[config.mk]
export PLATFORM = sky130hd
export DESIGN_NAME = universal_shift_register
export DESIGN_NICKNAME = d
export VERILOG_FILES = /design/src/rtl/usr_pkg.sv /design/src/rtl/usr_shifter.sv /design/src/rtl/universal_shift_register.sv
export SDC_FILE = /design/constraint.sdc
export NUM_CORES = 1
export LEC_CHECK = 0
export ABC_AREA = 1
export BUFFER_PORTS_ARGS = -buffer_cell sky130_fd_sc_hd__buf_4
export CORE_MARGIN = 4
export CORE_UTILIZATION = 60
export CTS_BUF_LIST = sky130_fd_sc_hd__clkbuf_16
export CTS_CLUSTER_SIZE = 14
export DETAILED_ROUTE_END_ITERATION = 12
export PLACE_DENSITY = 0.95
export SLEW_MARGIN = 10
export SYNTH_ARGS = -nofsm -noshare
export SYNTH_HDL_FRONTEND = slang
export SYNTH_HIERARCHICAL = 1
export SYNTH_SLANG_ARGS = --single-unit
[constraint.sdc]
create_clock -name clk -period 3.9 [get_ports clk]
set_clock_uncertainty 0.05 [all_clocks]
set_input_delay 0.195 -clock clk [delete_from_list [all_inputs] [get_ports clk]]
set_output_delay 0.195 -clock clk [all_outputs]
set_load 0.05 [all_outputs]
[src/rtl/usr_pkg.sv]
// Shared definitions for the universal shift register: mode encoding and helpers.
// Latency: none (types and pure functions only).
// Backpressure: not applicable.
package usr_pkg;

  localparam int USR_MODE_W = 3;

  typedef enum logic [USR_MODE_W-1:0] {
    USR_HOLD  = 3'd0,
    USR_LOAD  = 3'd1,
    USR_SHL   = 3'd2,
    USR_SHR   = 3'd3,
    USR_ASHR  = 3'd4,
    USR_ROTL  = 3'd5,
    USR_ROTR  = 3'd6,
    USR_CLEAR = 3'd7
  } usr_mode_t;

  // True for every mode whose result depends on amt (shifts and rotates).
  function automatic logic is_shift_mode(input usr_mode_t m);
    return (m == USR_SHL) || (m == USR_SHR) || (m == USR_ASHR) ||
           (m == USR_ROTL) || (m == USR_ROTR);
  endfunction

endpackage

[src/rtl/usr_shifter.sv]
// Combinational shift/rotate datapath producing the candidate next register value.
// Latency: 0 cycles (pure combinational).
// Backpressure: none; non-shift modes pass q through unchanged.
module usr_shifter
  import usr_pkg::*;
#(
  parameter int N = 8
) (
  input  logic [N-1:0]         q,
  input  usr_mode_t            mode,
  input  logic [$clog2(N)-1:0] amt,
  input  logic                 sin_l,
  input  logic                 sin_r,
  output logic [N-1:0]         nxt
);

  logic [31:0]    amt32;
  logic [31:0]    k;     // shift distance, saturated at N
  logic [31:0]    r;     // rotate distance, amt mod N
  logic [2*N-1:0] wide;

  // Shifts run on a double-width word whose spare half holds the fill bits, so a
  // distance of N naturally yields all-fill; saturation only matters when N is not
  // a power of two, since otherwise amt can never reach N.
  always_comb begin
    amt32 = 32'(amt);
    k     = (amt32 >= 32'(N)) ? 32'(N) : amt32;
    r     = amt32 % 32'(N);
    wide  = {q, q};
    nxt   = q;
    case (mode)
      USR_SHL: begin
        wide = {q, {N{sin_r}}} << k;
        nxt  = wide[2*N-1:N];
      end
      USR_SHR: begin
        wide = {{N{sin_l}}, q} >> k;
        nxt  = wide[N-1:0];
      end
      USR_ASHR: begin
        wide = {{N{q[N-1]}}, q} >> k;
        nxt  = wide[N-1:0];
      end
      USR_ROTL: begin
        wide = {q, q} << r;
        nxt  = wide[2*N-1:N];
      end
      USR_ROTR: begin
        wide = {q, q} >> r;
        nxt  = wide[N-1:0];
      end
      default: nxt = q;
    endcase
  end

endmodule

[src/rtl/universal_shift_register.sv]
// Universal shift register: hold/load/shift/arith-shift/rotate/clear with status flags.
// Latency: 1 cycle from inputs to q; flags are combinational from q only.
// Backpressure: none; en=0 holds. Macro USR_PARITY_EN enables the parity XOR tree.
module universal_shift_register
  import usr_pkg::*;
#(
  parameter int N = 8
) (
  input  logic                 clk,
  input  logic                 rst_n,
  input  logic                 en,
  input  logic [2:0]           mode,
  input  logic [$clog2(N)-1:0] amt,
  input  logic [N-1:0]         d,
  input  logic                 sin_l,
  input  logic                 sin_r,
  output logic [N-1:0]         q,
  output logic                 sout_l,
  output logic                 sout_r,
  output logic                 zero,
  output logic                 parity
);

  usr_mode_t    m;
  logic [N-1:0] shf_nxt;
  logic [N-1:0] q_nxt;

  assign m = usr_mode_t'(mode);

  usr_shifter #(.N(N)) u_shifter (
    .q     (q),
    .mode  (m),
    .amt   (amt),
    .sin_l (sin_l),
    .sin_r (sin_r),
    .nxt   (shf_nxt)
  );

  // Select the next register value; a zero amount in a shift/rotate mode is a hold.
  always_comb begin
    q_nxt = q;
    if (en) begin
      case (m)
        USR_LOAD:  q_nxt = d;
        USR_CLEAR: q_nxt = '0;
        default: begin
          if (is_shift_mode(m) && (amt != '0)) q_nxt = shf_nxt;
        end
      endcase
    end
  end

  // Register state; reset clears immediately and drops any pending update.
  always_ff @(posedge clk or negedge rst_n) begin
    if (!rst_n) q <= '0;
    else        q <= q_nxt;
  end

  assign sout_l = q[N-1];
  assign sout_r = q[0];
  assign zero   = (q == '0);

`ifdef USR_PARITY_EN
  assign parity = ^q;
`else
  assign parity = 1'b0;
`endif

endmodule

; ---- Word-level counts from Yosys, hierarchy flattened
; Cells that the tools add are included.
[word_totals]
ff_bits = 8
latchBits = 0
mem_bits_rw = 0
rom_bits = 0
output_inout_bits = 12
word_cells = 26
mem_count = 0
[classes]
add_sub_neg = 0
multipliers = 0
n_div = 0
n_lt_le_gt_ge = 0
eq_ne = 7
shifts = 5
muxes = 3
bitwise = 0
reduce_logical = 10
[op_table]
columns = op, n
row1 = 16-bit by 3-bit >> shifter with 8-bit output, 3
row2 = 8-bit case mux with 5 select lines, 1
row3 = 16-bit by 3-bit << shifter with 16-bit output, 2
row4 = 8-bit case mux with 2 select lines, 1
row5 = "3-bit == test, second input constant", 4
row6 = 8-bit zero test, 1
row7 = 8-bit 2-to-1 mux, 1
row8 = 7-bit nonzero test, 1
row9 = "3-bit by 2-bit == test with 1-bit output, second input constant", 2
row10 = 3-bit nonzero test, 2
row11 = 1-bit logical OR, 4
row12 = "3-bit by 1-bit == test with 1-bit output, second input constant", 1
row13 = 3-bit AND reduction, 1
row14 = 1-bit logical AND, 1

; ---- Logic depth before layout (Yosys ltp)
[logic_depth]
word_depth = 8
depth_mapped = 15

; ---- By module
; Netlist, hierarchy kept.
[by_module_without_submodules]
columns = module, instances, cells_each, area_each_um2, seq_area_each_um2
row1 = usr_shifter, 1, 239, 1089.8, 0.0
row2 = universal_shift_register, 1, 82, 530.5, 200.2

; ---- Worst setup path before layout
; Ideal clock, no wire load.
[synth_timing]
kind = reg-to-reg
start = register q[2]
end = register q[2]
setup_ns = 0.066
arrival_time_ns = 1.736
required_time_ns = 3.784
setup_slack_ns = 2.047
stages_incl_launch_ff = 11
path_buffers = 0
path_cell_list = dfrtp_1 > inv_1 > o21a_1 > or2_2 > nand3_1 > nand3_1 > nand2_1 > nand3_1 > nand2_1 > nand3_1 > nand2_1
[synth_between]
elab_chain_cells = 4
[synth_rtl]
columns = item, line_no
row1 = start: declaration, universal_shift_register.sv:17  ; output logic [N-1:0] q,
row2 = start signal: assignment, universal_shift_register.sv:56  ; else q <= q_nxt;
row3 = 16-bit by 3-bit >> shifter with 8-bit output (tied with other cells), usr_shifter.sv:49  ; wide = {q, q} >> r;
row4 = 8-bit case mux with 5 select lines (*), usr_shifter.sv:31  ; case (mode)
row5 = net shf_nxt[2], universal_shift_register.sv:25  ; logic [N-1:0] shf_nxt;
row6 = 8-bit 2-to-1 mux (*), universal_shift_register.sv:47  ; if (is_shift_mode(m) && (amt != '0)) q_nxt = shf_nxt;
row7 = 8-bit case mux with 2 select lines (*), universal_shift_register.sv:43  ; case (m)
; Mark *: on every way through the listed nets, which the timed path passes. The rest lies on a longest branch. The select of a mux whose other input is x is not followed.
; A chain may end at the register's enable or synchronous reset.

; ---- Worst setup path after layout
[layout_timing]
start = register q[7]
end = register q[1]
; The elaborated chain is that of the path after synthesis.

==> results.py <==
metrics = {
    "synth": {
        "synth-async-reset-ratio": 1.00,
        "synthFlopType": "dfrtp_1",
        "syn_inst": 321,
        "synth.most_common_cell": "nand2_1",
        "ys_types": 27,
        "yosysSeqAreaShare": 0.124,
        "synth_enable_flop_cells": 0,
        "syn_nets": 340,
        "synth.cell_area_um2": 1620,
        "synth_common_cells": "nand2_1, nand3_1, inv_1, a21oi_1, o21ai_0",
        "synth_seq_cells": 8,
        "synth_top_area_frac": 0.290,
        "synthTopCellsByArea": "nand2_1, nand3_1, dfrtp_1, a21oi_1, o21ai_0",
        "yosys_warnings": 6,
        "yosys.area.top_type": "nand2_1",
        "synth.avg_cell_area_um2": 5.05,
    },
    "die": {
        "dieWidth_um": 60.0,
        "start_util": 0.642,
        "die_area_um2": 3600,
        "ios": 31,
        "core_um2": 2520,
        "std_cell_rows": 18,
        "die_h_um": 60.0,
    },
    "clock_tree": {
        "cts_tree": "yes",
        "cts_setup_buffers": 0,
        "clock_latency_ns": 0.24,
        "cts.sinks": 8,
        "clk_pin_slew_ns": 0.04,
        "ctsHtreeMaxLevel": 1,
        "clock_path_buffers": 2,
        "cts_root_buf": "clkbuf_16",
        "cts_buffers": 3,
    },
    "placement": {
        "gp_congestion": 1.03,
        "dp_hpwl_um": 3880,
        "io_buffers": 29,
    },
    "timing": {
        "worst_pin_slew_ns": 0.804,
        "rsz0062_at_grt": "no",
        "period_needed_ns": 2.01,
        "hold_violations": 0,
        "timing.final.crit_share": 0.515,
        "finalMaxSlewViolations": 0,
        "slew_headroom": 0.463,
        "fmax_ghz": 0.498,
        "finalSetupViolations": 0,
        "tns_ns": 0,
    },
    "drt": {
        "dr.pass1.iters": 8,
        "top_layer_used": "met4",
        "wl_met3_um": 664,
        "drc_errors": 0,
        "wl_met2_um": 2430,
        "wl_met1_um": 2030,
        "vias_per_cell": 6.16,
        "ant_nets": 0,
        "wirelength_um": 5320,
        "wl_per_cell_um": 14.6,
        "num_vias": 2250,
        "detail_route.iter0.violations": 219,
    },
    "finish": {
        "largest_reg_flops": 8,
        "regMostFlops": "q",
        "nNetsFinal": 356,
        "area_growth_pct": 14.1,
        "largest_registers": "q: 8 flops",
        "multi_input_area_um2": 1220,
        "drive_gt1_frac": 0.116,
        "register_area_um2": 200,
        "fillCellCount": 233,
        "diodes": 0,
    },
    "grt": {
        "gr-total-overflow": 0,
        "grt_pass1_wl_um": 8870,
        "grt_max_degree": 33,
        "grt_pass1_vias": 2015,
        "globalRouteTotalUtil": 0.323,
        "antenna_found_initial": 0,
    },
    "power_and_ir_drop": {
        "power_leakage_uw": 0.000993,
        "ir_worst_vdd_uv": 403,
        "power_density_nw_per_um2": 392,
        "total_power_uw": 724,
    },
    "worst_setup_path": {
        "r2r-start": "q[7]$_DFFE_PN0P_",
        "endpoint_kind": "flip-flop",
        "critical_path_class": "flip-flop to flip-flop",
        "worstPathArrival_ns": 2.07,
        "worstPathRequired_ns": 3.97,
        "crit_start": "q[7]$_DFFE_PN0P_",
        "timing.reg2reg.worst_path_depth": 12,
        "critPathLaunchType": "flip-flop",
        "crit_fanout": 8,
        "r2r-end": "q[1]$_DFFE_PN0P_",
        "cp-endpoint": "q[1]$_DFFE_PN0P_",
        "r2r_slack_ns": 1.89,
    },
    "hold_path": {
        "min_path_type": "input pin to flip-flop",
        "hold_start": "en",
    },
    "flow_run": {
        "max_cap_violations": 0,
    },
    "status": {
        "outcome": "finished, final reports clean",
    },
}
cell families (layout without fill, tap and decap cells):
logic type,after synthesis,after routing,synth area share
and+or+nand+nor,230,230,0.618
AOI/OAI and AO/OA,41,41,0.136
buffers and inverters,41,55,0.120
DFF,8,8,0.124
other,1,1,0.00231
layout by cell type, fill, tap and decap left out:
cell type	synthesis	routed
nand2_1	125	125
nand3_1	84	84
buf_4	5	29
inv_1	21	21
o21ai_0	17	17
a21oi_1	17	17
nor2_1	12	12
dfrtp_1	8	8
clkbuf_16	0	3
o211ai_1	3	3
nor4_1	2	2
or2_2	2	2
o21a_1	2	2
and2_1	1	1
nor2_2	1	1
nand2_2	1	1
nand2_4	1	1
conb_1	1	1
dlygate4sd3_1	0	1
o21bai_1	1	1
inv_2	1	1
nor2_4	1	1
o21ai_1	1	1
metal layers:
metal,vias up,GRT usage
met4,0,0.146
met2,161,0.540
met1,972,0.390
met5,-,0
met3,26,0.0713
li1,1091,-
final cells by class:
type                    count  area share
repair buffers             30       0.123
clock buffers               3      0.0406
flip-flops and latches      8       0.108
well taps                  30      0.0203
inverters                  22      0.0447
multi-input cells         272       0.663
worst min path at each step:
| stage | to | slack, ns | cells past startpoint |
|---|---|---|---|
| 2_1_floorplan | q[0]$_DFFE_PN0P_ | -0.15 | 0 |
| 3_3_place_gp | q[7]$_DFFE_PN0P_ | -0.03 | 1 |
| 4_1_cts | q[7]$_DFFE_PN0P_ | 0.22 | 3 |
| 5_1_grt | q[3]$_DFFE_PN0P_ | 0.24 | 3 |
| 3_5_place_dp | q[7]$_DFFE_PN0P_ | -0.03 | 1 |
| 6_report | q[7]$_DFFE_PN0P_ | 0.22 | 3 |
worst max-delay path, stage by stage (launching register included):
cell and delay, ns:
dfrtp_1 0.50, nand2_1 0.25, nand3_1 0.16, nand3_1 0.13
nand3_1 0.08, nand2_1 0.11, nand2_1 0.06, a21oi_1 0.13
nand2_1 0.10, nand3_1 0.10, nand2_1 0.06, nand3_1 0.10
nand2_1 0.06
timing repair:
item | CTS | global route
endpoints found under the hold margin | 8 | 0
resized for setup | 0 | 0
endpoints found under the setup margin | 0 | 0
hold buffers | 1 | 0
where the power goes:
group	internal (uW)	leakage (uW)	switching [uW]
clock	132	0.0000370	43.1
combinational	126	0.000854	272
sequential	101	0.000102	48.7
total	360	0.000993	364
through the flow:
step           cell area (um^2)  instances  utilization  worst slack [ns]  hold slack [ns]
2_1_floorplan              1620        321            -              2.05           -0.151
3_3_place_gp               1760        361        0.699              1.93          -0.0336
3_5_place_dp               1760        361        0.699              1.88          -0.0308
4_1_cts                    1850        365        0.733              1.96            0.219
5_1_grt                    1850        365        0.733              1.77            0.236
6_report                   1850        365        0.733              1.89            0.220
(Power assumes the default switching activity.)
